### src/rtl/wrr_req_arbiter_if.sv
// Bundle of requester, WRR-engine and status signals around wrr_req_arbiter.
// slave = arbiter view, master = surrounding enqueue logic / engine view.
interface wrr_req_arbiter_if #(
  parameter int NUM_REQ      = 4,
  parameter int CLASS_WIDTH  = 5,
  parameter int WEIGHT_WIDTH = 16,
  parameter int RESULT_WIDTH = 32
);
  logic [NUM_REQ-1:0]              in_valid;
  logic [NUM_REQ-1:0]              in_ready;
  logic [NUM_REQ*CLASS_WIDTH-1:0]  in_class_id;
  logic [NUM_REQ*WEIGHT_WIDTH-1:0] in_weight;
  logic                            eng_req_valid;
  logic [CLASS_WIDTH-1:0]          eng_req_class_id;
  logic [WEIGHT_WIDTH-1:0]         eng_req_class_weight;
  logic                            eng_resp_valid;
  logic [RESULT_WIDTH-1:0]         eng_resp_data;
  logic [NUM_REQ-1:0]              out_resp_valid;
  logic [RESULT_WIDTH-1:0]         out_resp_data;
  logic                            err_orphan;
  logic [31:0]                     perf_grant_cnt;
  logic [31:0]                     perf_hazard_cnt;

  modport slave (
    input  in_valid, in_class_id, in_weight, eng_resp_valid, eng_resp_data,
    output in_ready, eng_req_valid, eng_req_class_id, eng_req_class_weight,
           out_resp_valid, out_resp_data, err_orphan, perf_grant_cnt, perf_hazard_cnt
  );

  modport master (
    output in_valid, in_class_id, in_weight, eng_resp_valid, eng_resp_data,
    input  in_ready, eng_req_valid, eng_req_class_id, eng_req_class_weight,
           out_resp_valid, out_resp_data, err_orphan, perf_grant_cnt, perf_hazard_cnt
  );
endinterface

### src/rtl/wrr_req_arbiter.sv
// Round-robin front end sharing one WRR tag engine among NUM_REQ ports, with class-hazard
// blocking and response routing. Define WRR_ARB_PERF_CNT_EN to build the perf counters.
module wrr_req_arbiter #(
  parameter int NUM_REQ        = 4,
  parameter int PORT_WIDTH     = 2,
  parameter int CLASS_WIDTH    = 5,
  parameter int WEIGHT_WIDTH   = 16,
  parameter int RESULT_WIDTH   = 32,
  parameter int ENGINE_LATENCY = 3,
  parameter int HAZARD_DEPTH   = 2
) (
  input logic              clk,
  input logic              rstn,
  wrr_req_arbiter_if.slave bus
);
  localparam int TAG_DEPTH = ENGINE_LATENCY + 1;
  localparam int TAG_OUT   = TAG_DEPTH - 1;

  logic [NUM_REQ-1:0]      eligible;
  logic [NUM_REQ-1:0]      grant_oh;
  logic                    grant_any;
  logic [PORT_WIDTH-1:0]   grant_port;
  logic [CLASS_WIDTH-1:0]  grant_class;
  logic [WEIGHT_WIDTH-1:0] grant_weight;
  int                      sel_dist;
  int                      sel_best;

  logic [PORT_WIDTH-1:0]   ptr_q, ptr_d;
  logic [HAZARD_DEPTH-1:0] haz_vld_q, haz_vld_d;
  logic [CLASS_WIDTH-1:0]  haz_class_q [HAZARD_DEPTH];
  logic [CLASS_WIDTH-1:0]  haz_class_d [HAZARD_DEPTH];
  logic [TAG_DEPTH-1:0]    tag_vld_q, tag_vld_d;
  logic [PORT_WIDTH-1:0]   tag_port_q [TAG_DEPTH];
  logic [PORT_WIDTH-1:0]   tag_port_d [TAG_DEPTH];

  logic                    eng_req_valid_q, eng_req_valid_d;
  logic [CLASS_WIDTH-1:0]  eng_req_class_id_q, eng_req_class_id_d;
  logic [WEIGHT_WIDTH-1:0] eng_req_class_weight_q, eng_req_class_weight_d;
  logic [NUM_REQ-1:0]      out_resp_valid_q, out_resp_valid_d;
  logic [RESULT_WIDTH-1:0] out_resp_data_q, out_resp_data_d;
  logic                    err_orphan_q, err_orphan_d;
  logic                    resp_hit;
  logic                    resp_orphan;

  // A port is blocked while its class is still inside the engine's read-modify-write window.
  always_comb begin
    eligible = '0;
    for (int i = 0; i < NUM_REQ; i++) begin
      eligible[i] = rstn & bus.in_valid[i];
      for (int h = 0; h < HAZARD_DEPTH; h++) begin
        if (haz_vld_q[h] && (haz_class_q[h] == bus.in_class_id[i*CLASS_WIDTH +: CLASS_WIDTH]))
          eligible[i] = 1'b0;
      end
    end
  end

  // Pick the eligible port with the smallest wrapped distance from ptr.
  always_comb begin
    grant_any  = 1'b0;
    grant_port = '0;
    sel_dist   = 0;
    sel_best   = NUM_REQ;
    for (int i = 0; i < NUM_REQ; i++) begin
      sel_dist = i - int'(ptr_q);
      if (sel_dist < 0) sel_dist = sel_dist + NUM_REQ;
      if (eligible[i] && (sel_dist < sel_best)) begin
        sel_best   = sel_dist;
        grant_any  = 1'b1;
        grant_port = PORT_WIDTH'(i);
      end
    end
  end

  always_comb begin
    grant_oh     = '0;
    grant_class  = '0;
    grant_weight = '0;
    for (int i = 0; i < NUM_REQ; i++) begin
      grant_oh[i] = grant_any && (grant_port == PORT_WIDTH'(i));
      if (grant_oh[i]) begin
        grant_class  = bus.in_class_id[i*CLASS_WIDTH +: CLASS_WIDTH];
        grant_weight = bus.in_weight[i*WEIGHT_WIDTH +: WEIGHT_WIDTH];
      end
    end
  end

  assign bus.in_ready = grant_oh;

  always_comb begin
    ptr_d = ptr_q;
    if (grant_any)
      ptr_d = (grant_port == PORT_WIDTH'(NUM_REQ - 1)) ? '0 : grant_port + PORT_WIDTH'(1);
  end

  always_comb begin
    haz_vld_d      = '0;
    haz_vld_d[0]   = grant_any;
    haz_class_d[0] = grant_class;
    for (int h = 1; h < HAZARD_DEPTH; h++) begin
      haz_vld_d[h]   = haz_vld_q[h-1];
      haz_class_d[h] = haz_class_q[h-1];
    end
  end

  // Tag stage TAG_OUT lines up with the engine response for the same grant.
  always_comb begin
    tag_vld_d     = '0;
    tag_vld_d[0]  = grant_any;
    tag_port_d[0] = grant_port;
    for (int t = 1; t < TAG_DEPTH; t++) begin
      tag_vld_d[t]  = tag_vld_q[t-1];
      tag_port_d[t] = tag_port_q[t-1];
    end
  end

  always_comb begin
    eng_req_valid_d        = grant_any;
    eng_req_class_id_d     = eng_req_class_id_q;
    eng_req_class_weight_d = eng_req_class_weight_q;
    if (grant_any) begin
      eng_req_class_id_d     = grant_class;
      eng_req_class_weight_d = grant_weight;
    end
  end

  assign resp_hit    = bus.eng_resp_valid &  tag_vld_q[TAG_OUT];
  assign resp_orphan = bus.eng_resp_valid & ~tag_vld_q[TAG_OUT];

  always_comb begin
    out_resp_valid_d = '0;
    out_resp_data_d  = out_resp_data_q;
    if (resp_hit) begin
      for (int i = 0; i < NUM_REQ; i++)
        out_resp_valid_d[i] = (tag_port_q[TAG_OUT] == PORT_WIDTH'(i));
      out_resp_data_d = bus.eng_resp_data;
    end
    err_orphan_d = err_orphan_q | resp_orphan;
  end

  always_ff @(posedge clk) begin
    if (!rstn) begin
      ptr_q                  <= '0;
      haz_vld_q              <= '0;
      tag_vld_q              <= '0;
      eng_req_valid_q        <= 1'b0;
      eng_req_class_id_q     <= '0;
      eng_req_class_weight_q <= '0;
      out_resp_valid_q       <= '0;
      out_resp_data_q        <= '0;
      err_orphan_q           <= 1'b0;
      for (int h = 0; h < HAZARD_DEPTH; h++) haz_class_q[h] <= '0;
      for (int t = 0; t < TAG_DEPTH; t++)    tag_port_q[t]  <= '0;
    end else begin
      ptr_q                  <= ptr_d;
      haz_vld_q              <= haz_vld_d;
      tag_vld_q              <= tag_vld_d;
      eng_req_valid_q        <= eng_req_valid_d;
      eng_req_class_id_q     <= eng_req_class_id_d;
      eng_req_class_weight_q <= eng_req_class_weight_d;
      out_resp_valid_q       <= out_resp_valid_d;
      out_resp_data_q        <= out_resp_data_d;
      err_orphan_q           <= err_orphan_d;
      for (int h = 0; h < HAZARD_DEPTH; h++) haz_class_q[h] <= haz_class_d[h];
      for (int t = 0; t < TAG_DEPTH; t++)    tag_port_q[t]  <= tag_port_d[t];
    end
  end

  assign bus.eng_req_valid        = eng_req_valid_q;
  assign bus.eng_req_class_id     = eng_req_class_id_q;
  assign bus.eng_req_class_weight = eng_req_class_weight_q;
  assign bus.out_resp_valid       = out_resp_valid_q;
  assign bus.out_resp_data        = out_resp_data_q;
  assign bus.err_orphan           = err_orphan_q;

`ifdef WRR_ARB_PERF_CNT_EN
  logic [31:0] perf_grant_cnt_q, perf_grant_cnt_d;
  logic [31:0] perf_hazard_cnt_q, perf_hazard_cnt_d;

  // Counters wrap naturally; a stall is any cycle with a request pending and no grant.
  always_comb begin
    perf_grant_cnt_d  = perf_grant_cnt_q + {31'd0, grant_any};
    perf_hazard_cnt_d = perf_hazard_cnt_q + {31'd0, (|bus.in_valid) & ~grant_any};
  end

  always_ff @(posedge clk) begin
    if (!rstn) begin
      perf_grant_cnt_q  <= '0;
      perf_hazard_cnt_q <= '0;
    end else begin
      perf_grant_cnt_q  <= perf_grant_cnt_d;
      perf_hazard_cnt_q <= perf_hazard_cnt_d;
    end
  end

  assign bus.perf_grant_cnt  = perf_grant_cnt_q;
  assign bus.perf_hazard_cnt = perf_hazard_cnt_q;
`else
  assign bus.perf_grant_cnt  = '0;
  assign bus.perf_hazard_cnt = '0;
`endif

endmodule

### src/flat_wrapper.sv
// flat-port wrapper written by rule: the top's interface ports become plain ports
module wrr_req_arbiter_flat 
#(
  parameter int NUM_REQ        = 4,
  parameter int PORT_WIDTH     = 2,
  parameter int CLASS_WIDTH    = 5,
  parameter int WEIGHT_WIDTH   = 16,
  parameter int RESULT_WIDTH   = 32,
  parameter int ENGINE_LATENCY = 3,
  parameter int HAZARD_DEPTH   = 2
)
  (clk, rstn, bus_in_valid, bus_in_class_id, bus_in_weight, bus_eng_resp_valid, bus_eng_resp_data, bus_in_ready, bus_eng_req_valid, bus_eng_req_class_id, bus_eng_req_class_weight, bus_out_resp_valid, bus_out_resp_data, bus_err_orphan, bus_perf_grant_cnt, bus_perf_hazard_cnt);
  wrr_req_arbiter_if #(.NUM_REQ(NUM_REQ), .CLASS_WIDTH(CLASS_WIDTH), .WEIGHT_WIDTH(WEIGHT_WIDTH), .RESULT_WIDTH(RESULT_WIDTH)) bus_i ();
  input logic clk;
  input logic rstn;
  input wire logic [$bits(bus_i.in_valid)-1:0] bus_in_valid;
  input wire logic [$bits(bus_i.in_class_id)-1:0] bus_in_class_id;
  input wire logic [$bits(bus_i.in_weight)-1:0] bus_in_weight;
  input wire logic [$bits(bus_i.eng_resp_valid)-1:0] bus_eng_resp_valid;
  input wire logic [$bits(bus_i.eng_resp_data)-1:0] bus_eng_resp_data;
  output wire logic [$bits(bus_i.in_ready)-1:0] bus_in_ready;
  output wire logic [$bits(bus_i.eng_req_valid)-1:0] bus_eng_req_valid;
  output wire logic [$bits(bus_i.eng_req_class_id)-1:0] bus_eng_req_class_id;
  output wire logic [$bits(bus_i.eng_req_class_weight)-1:0] bus_eng_req_class_weight;
  output wire logic [$bits(bus_i.out_resp_valid)-1:0] bus_out_resp_valid;
  output wire logic [$bits(bus_i.out_resp_data)-1:0] bus_out_resp_data;
  output wire logic [$bits(bus_i.err_orphan)-1:0] bus_err_orphan;
  output wire logic [$bits(bus_i.perf_grant_cnt)-1:0] bus_perf_grant_cnt;
  output wire logic [$bits(bus_i.perf_hazard_cnt)-1:0] bus_perf_hazard_cnt;
  assign bus_i.in_valid = bus_in_valid;
  assign bus_i.in_class_id = bus_in_class_id;
  assign bus_i.in_weight = bus_in_weight;
  assign bus_i.eng_resp_valid = bus_eng_resp_valid;
  assign bus_i.eng_resp_data = bus_eng_resp_data;
  assign bus_in_ready = bus_i.in_ready;
  assign bus_eng_req_valid = bus_i.eng_req_valid;
  assign bus_eng_req_class_id = bus_i.eng_req_class_id;
  assign bus_eng_req_class_weight = bus_i.eng_req_class_weight;
  assign bus_out_resp_valid = bus_i.out_resp_valid;
  assign bus_out_resp_data = bus_i.out_resp_data;
  assign bus_err_orphan = bus_i.err_orphan;
  assign bus_perf_grant_cnt = bus_i.perf_grant_cnt;
  assign bus_perf_hazard_cnt = bus_i.perf_hazard_cnt;
  wrr_req_arbiter #(.NUM_REQ(NUM_REQ), .PORT_WIDTH(PORT_WIDTH), .CLASS_WIDTH(CLASS_WIDTH), .WEIGHT_WIDTH(WEIGHT_WIDTH), .RESULT_WIDTH(RESULT_WIDTH), .ENGINE_LATENCY(ENGINE_LATENCY), .HAZARD_DEPTH(HAZARD_DEPTH)) u_core (.clk(clk), .rstn(rstn), .bus(bus_i));
endmodule
### config.mk
export PLATFORM = sky130hd
export DESIGN_NAME = wrr_req_arbiter_flat
export DESIGN_NICKNAME = d
export VERILOG_FILES = /design/src/rtl/wrr_req_arbiter_if.sv /design/src/rtl/wrr_req_arbiter.sv /design/src/flat_wrapper.sv
export SDC_FILE = /design/constraint.sdc
export NUM_CORES = 1
export LEC_CHECK = 0
export ABC_AREA = 1
export CORE_ASPECT_RATIO = 1.1
export CORE_MARGIN = 4
export CORE_UTILIZATION = 30
export CTS_CLUSTER_DIAMETER = 30
export DETAILED_ROUTE_END_ITERATION = 7
export GPL_TIMING_DRIVEN = 0
export HOLD_SLACK_MARGIN = 0.06
export SYNTH_ARGS = -nofsm -noshare
export SYNTH_HDL_FRONTEND = slang
export SYNTH_SLANG_ARGS = --single-unit
export TNS_END_PERCENT = 100
### constraint.sdc
create_clock -name clk -period 4.8 [get_ports clk]
set_input_delay 0.72 -clock clk [delete_from_list [all_inputs] [get_ports clk]]
set_output_delay 0.72 -clock clk [all_outputs]
set_load 0.02 [all_outputs]
==> flow_metrics.env, run 1 <==
export IMPL_clk_pin_slew_ns=0.07
export IMPL_yosysSeqAreaShare_pct=34.1
export IMPL_gp_congestion=0.897
export IMPL_syn_area_sq_mm=0.00482
export IMPL_syn_inst=736
export IMPL_setup_violations=0
export IMPL_synth_seq_cells=82
export IMPL_ctsHtreeMaxLevel=3
export IMPL_grt_max_degree=17
export IMPL_fin_ws_ns=0.244
export IMPL_min_period_ns=4.56
export IMPL_synthArstFlopShare_pct=0
export IMPL_power_w=0.00249
export IMPL_start_kind="input pin"
export IMPL_relSlewSlack_pct=61.9
export IMPL_drt_iter0_drc=285
export IMPL_end_kind="output pin"
export IMPL_totalNegativeSetupSlack_ns=0
export IMPL_avgRoutedWirePerCell_um=13.4
export IMPL_vias=5187
export IMPL_synth_top_cell_area_share_pct=34.1
export IMPL_grt_use_total_pct=17.2
export IMPL_critPathKind="in2out"
export IMPL_crit_family="simple AND/OR/NAND/NOR gates"
export IMPL_min_path_cells=2
export IMPL_syn_to_final_growth_pct=58.0
export IMPL_cts_tree="yes"
export IMPL_finClkSkew_ns=0.00782
export IMPL_final_common_cell="clkdlybuf4s50_1"
export IMPL_synth_edf_count=0
export IMPL_insertion_delay_ns=0.34
export IMPL_hp_class="reg2reg"
export IMPL_drv_cap=0
export IMPL_grt_pass1_vias=4878
export IMPL_port_buffers=185
export IMPL_grt_pass1_wl_mm=25.1
export IMPL_irDropWorstVdd_uv=178
export IMPL_outcome="completed"
export IMPL_hpwl_mm=12.6
export IMPL_core_sq_mm=0.0157
export IMPL_io_pins=250
export IMPL_holdWs_ns=0.406
export IMPL_start_util_pct=30.6
export IMPL_fmax_mhz=219
export IMPL_worstPathArrival_ns=3.84
export IMPL_rr_worst_depth=26
export IMPL_drt_wl_total_mm=16.3
export IMPL_cts_sinks=82
export IMPL_nNetsFinal=1133
export IMPL_vias_per_cell=4.28
export IMPL_final_hold_violation_count=0
export IMPL_worstPathRequired_ns=4.08
export IMPL_gr_total_overflow=0
export IMPL_ys_types=36
export IMPL_num_rows=48
export IMPL_cp_buffers_inverters=7
export IMPL_die_y_um=141
export IMPL_netlist_top_cells_area="dfxtp_1 (34%), nand2_1 (12%), buf_4 (11%)"
export IMPL_p_per_area_mw_per_mm2=327
export IMPL_cp_depth=27
export IMPL_critPathMostFrequentCell="nand2_1"
export IMPL_final_cell_mix="clkdlybuf4s50_1 (172), nand2_1 (156), nor2_1 (92)"
export IMPL_antenna_found_initial=1
export IMPL_root_buffer="clkbuf_16"
export IMPL_ctsHoldBuffers=0
export IMPL_slowest_delay_ns=0.32
export IMPL_period_share_pct=94.9
export IMPL_fp_dieW_um=129
export IMPL_drt_first_pass_iters=4
export IMPL_p_leak_nw=3.61
export IMPL_dp_slack_ns=-1.15
export IMPL_crit_path_max_fanout=5
export IMPL_post_synth_top_area_cell="dfxtp_1"
export IMPL_die_area_sq_mm=0.0182
export IMPL_cts_buffer_depth=2
export IMPL_synth_area_per_cell_sq_um=6.55
export IMPL_postRouteAntennaNets=0
export IMPL_synth_main_ff_cell="dfxtp_1"
export IMPL_critical_path_slowest_cell="ha_1"
export IMPL_drive_gt1_share_pct=15.3
export IMPL_ys_warn_count=0
export IMPL_worstMarginPinSlew_ns=0.571
export IMPL_slew_violations=0
export IMPL_cts_buffers=9
export IMPL_route_detailed_drc=0
## metrics by stage
stage	cell area, sq um	util [%]	std cells
final	7610	48.4	1212
after CTS	7500	47.7	1201
after floorplan	5050	-	799
after global routing	7610	48.4	1212
after detailed placement	7160	45.5	1184
after global placement	7160	45.5	1184
## timing repair
| item | in CTS | in global routing |
|---|---|---|
| setup endpoints to repair | 5 | 4 |
| resized for setup | 31 | 17 |
| setup buffers | 3 | 10 |
| pin swaps | 3 | 7 |
## power by group
group	leakage [nW]	total [W]	internal (W)	switching (W)
registers	0.673	0.000840	0.000763	0.0000767
logic	2.79	0.000922	0.000412	0.000510
clock network	0.146	0.000724	0.000423	0.000301
## final cells by class
| class | count | area, sq um |
|---|---|---|
| fillers | 1650 | 8120 |
| multi-input cells | 533 | 2490 |
| repair buffers | 198 | 1920 |
| flip-flops and latches | 82 | 1640 |
| plain buffers | 94 | 661 |
| inverters | 88 | 338 |
| well taps | 200 | 250 |
| clock buffers | 10 | 239 |
| clock inverters | 6 | 71.3 |
| diodes | 1 | 2.50 |
## cell families (layout without fill, tap and decap cells)
logic type	count (synthesis)	in the layout	synth area share (%)
xor gates and xnor gates	7	7	1.27
DFF	82	82	34.1
adders and majority gates	4	4	1.04
AOI/OAI and AO/OA	124	124	13.9
and+or+nand+nor	334	334	29.0
other	1	65	0.0778
buffers and inverters	184	396	20.6
## final timing paths
check,from,endpoint,slack (ns)
worst max-delay path,bus_in_class_id[5],bus_in_ready[0],0.24
worst min-delay path,u_core.tag_port_q[0][0],u_core.tag_port_q[1][0],0.41
worst max register to register,u_core.haz_class_q[0][3],u_core.bus.eng_req_class_weight[12],0.97
worst min register to register,u_core.tag_port_q[0][0],u_core.tag_port_q[1][0],0.41
## state kept, by name, indices dropped and copies added (netlist names)
register                         cells
u_core.bus.eng_req_class_id          5
u_core.bus.eng_req_class_weight     16
u_core.bus.err_orphan                1
u_core.bus.out_resp_data            32
u_core.bus.out_resp_valid            4
u_core.haz_class_q                  10
u_core.ptr_q                         2
u_core.tag_port_q                    8
u_core.tag_vld_q                     4
## routing by layer
metal / routed length, um / vias up / track usage, %
met5: 0 / - / 0
met4: 197 / 0 / 4.31
met3: 1480 / 15 / 5.42
met2: 8010 / 193 / 29.7
met1: 6570 / 2243 / 20.7
li1: - / 2736 / -
## cell usage after synthesis, types with 2 or more instances
cell type,number
nand2_1,159
nor2_1,93
dfxtp_1,82
inv_1,70
buf_4,68
o21ai_0,66
nand3_1,63
a21oi_1,40
inv_2,16
clkbuf_1,13
buf_1,6
buf_2,5
nand2_2,5
xor2_1,5
a21oi_2,4
ha_1,4
nor3_1,4
o21ai_2,4
nand3_2,3
o22ai_1,3
a221oi_1,2
buf_6,2
buf_8,2
nand4_1,2
nor4_1,2
o21ai_1,2
xnor2_1,2
## worst min-delay path, cell delays in order, from the launching register on
cell	delay (ns)
dfxtp_1	0.30
nand2_1	0.05
inv_1	0.04
No activity file was read; power rests on OpenSTA's default activity.
==> inputs of run 2 (changes only) <==
--- a/config.mk
+++ b/config.mk
@@ -9,11 +9,10 @@
 export CORE_ASPECT_RATIO = 1.1
 export CORE_MARGIN = 4
 export CORE_UTILIZATION = 30
-export CTS_CLUSTER_DIAMETER = 30
+export CTS_CLUSTER_DIAMETER = 200
 export DETAILED_ROUTE_END_ITERATION = 7
 export GPL_TIMING_DRIVEN = 0
 export HOLD_SLACK_MARGIN = 0.06
 export SYNTH_ARGS = -nofsm -noshare
 export SYNTH_HDL_FRONTEND = slang
 export SYNTH_SLANG_ARGS = --single-unit
-export TNS_END_PERCENT = 100
==> results of run 2 <==
The final DEF is identical to that of run 1; final timing and power are the same.
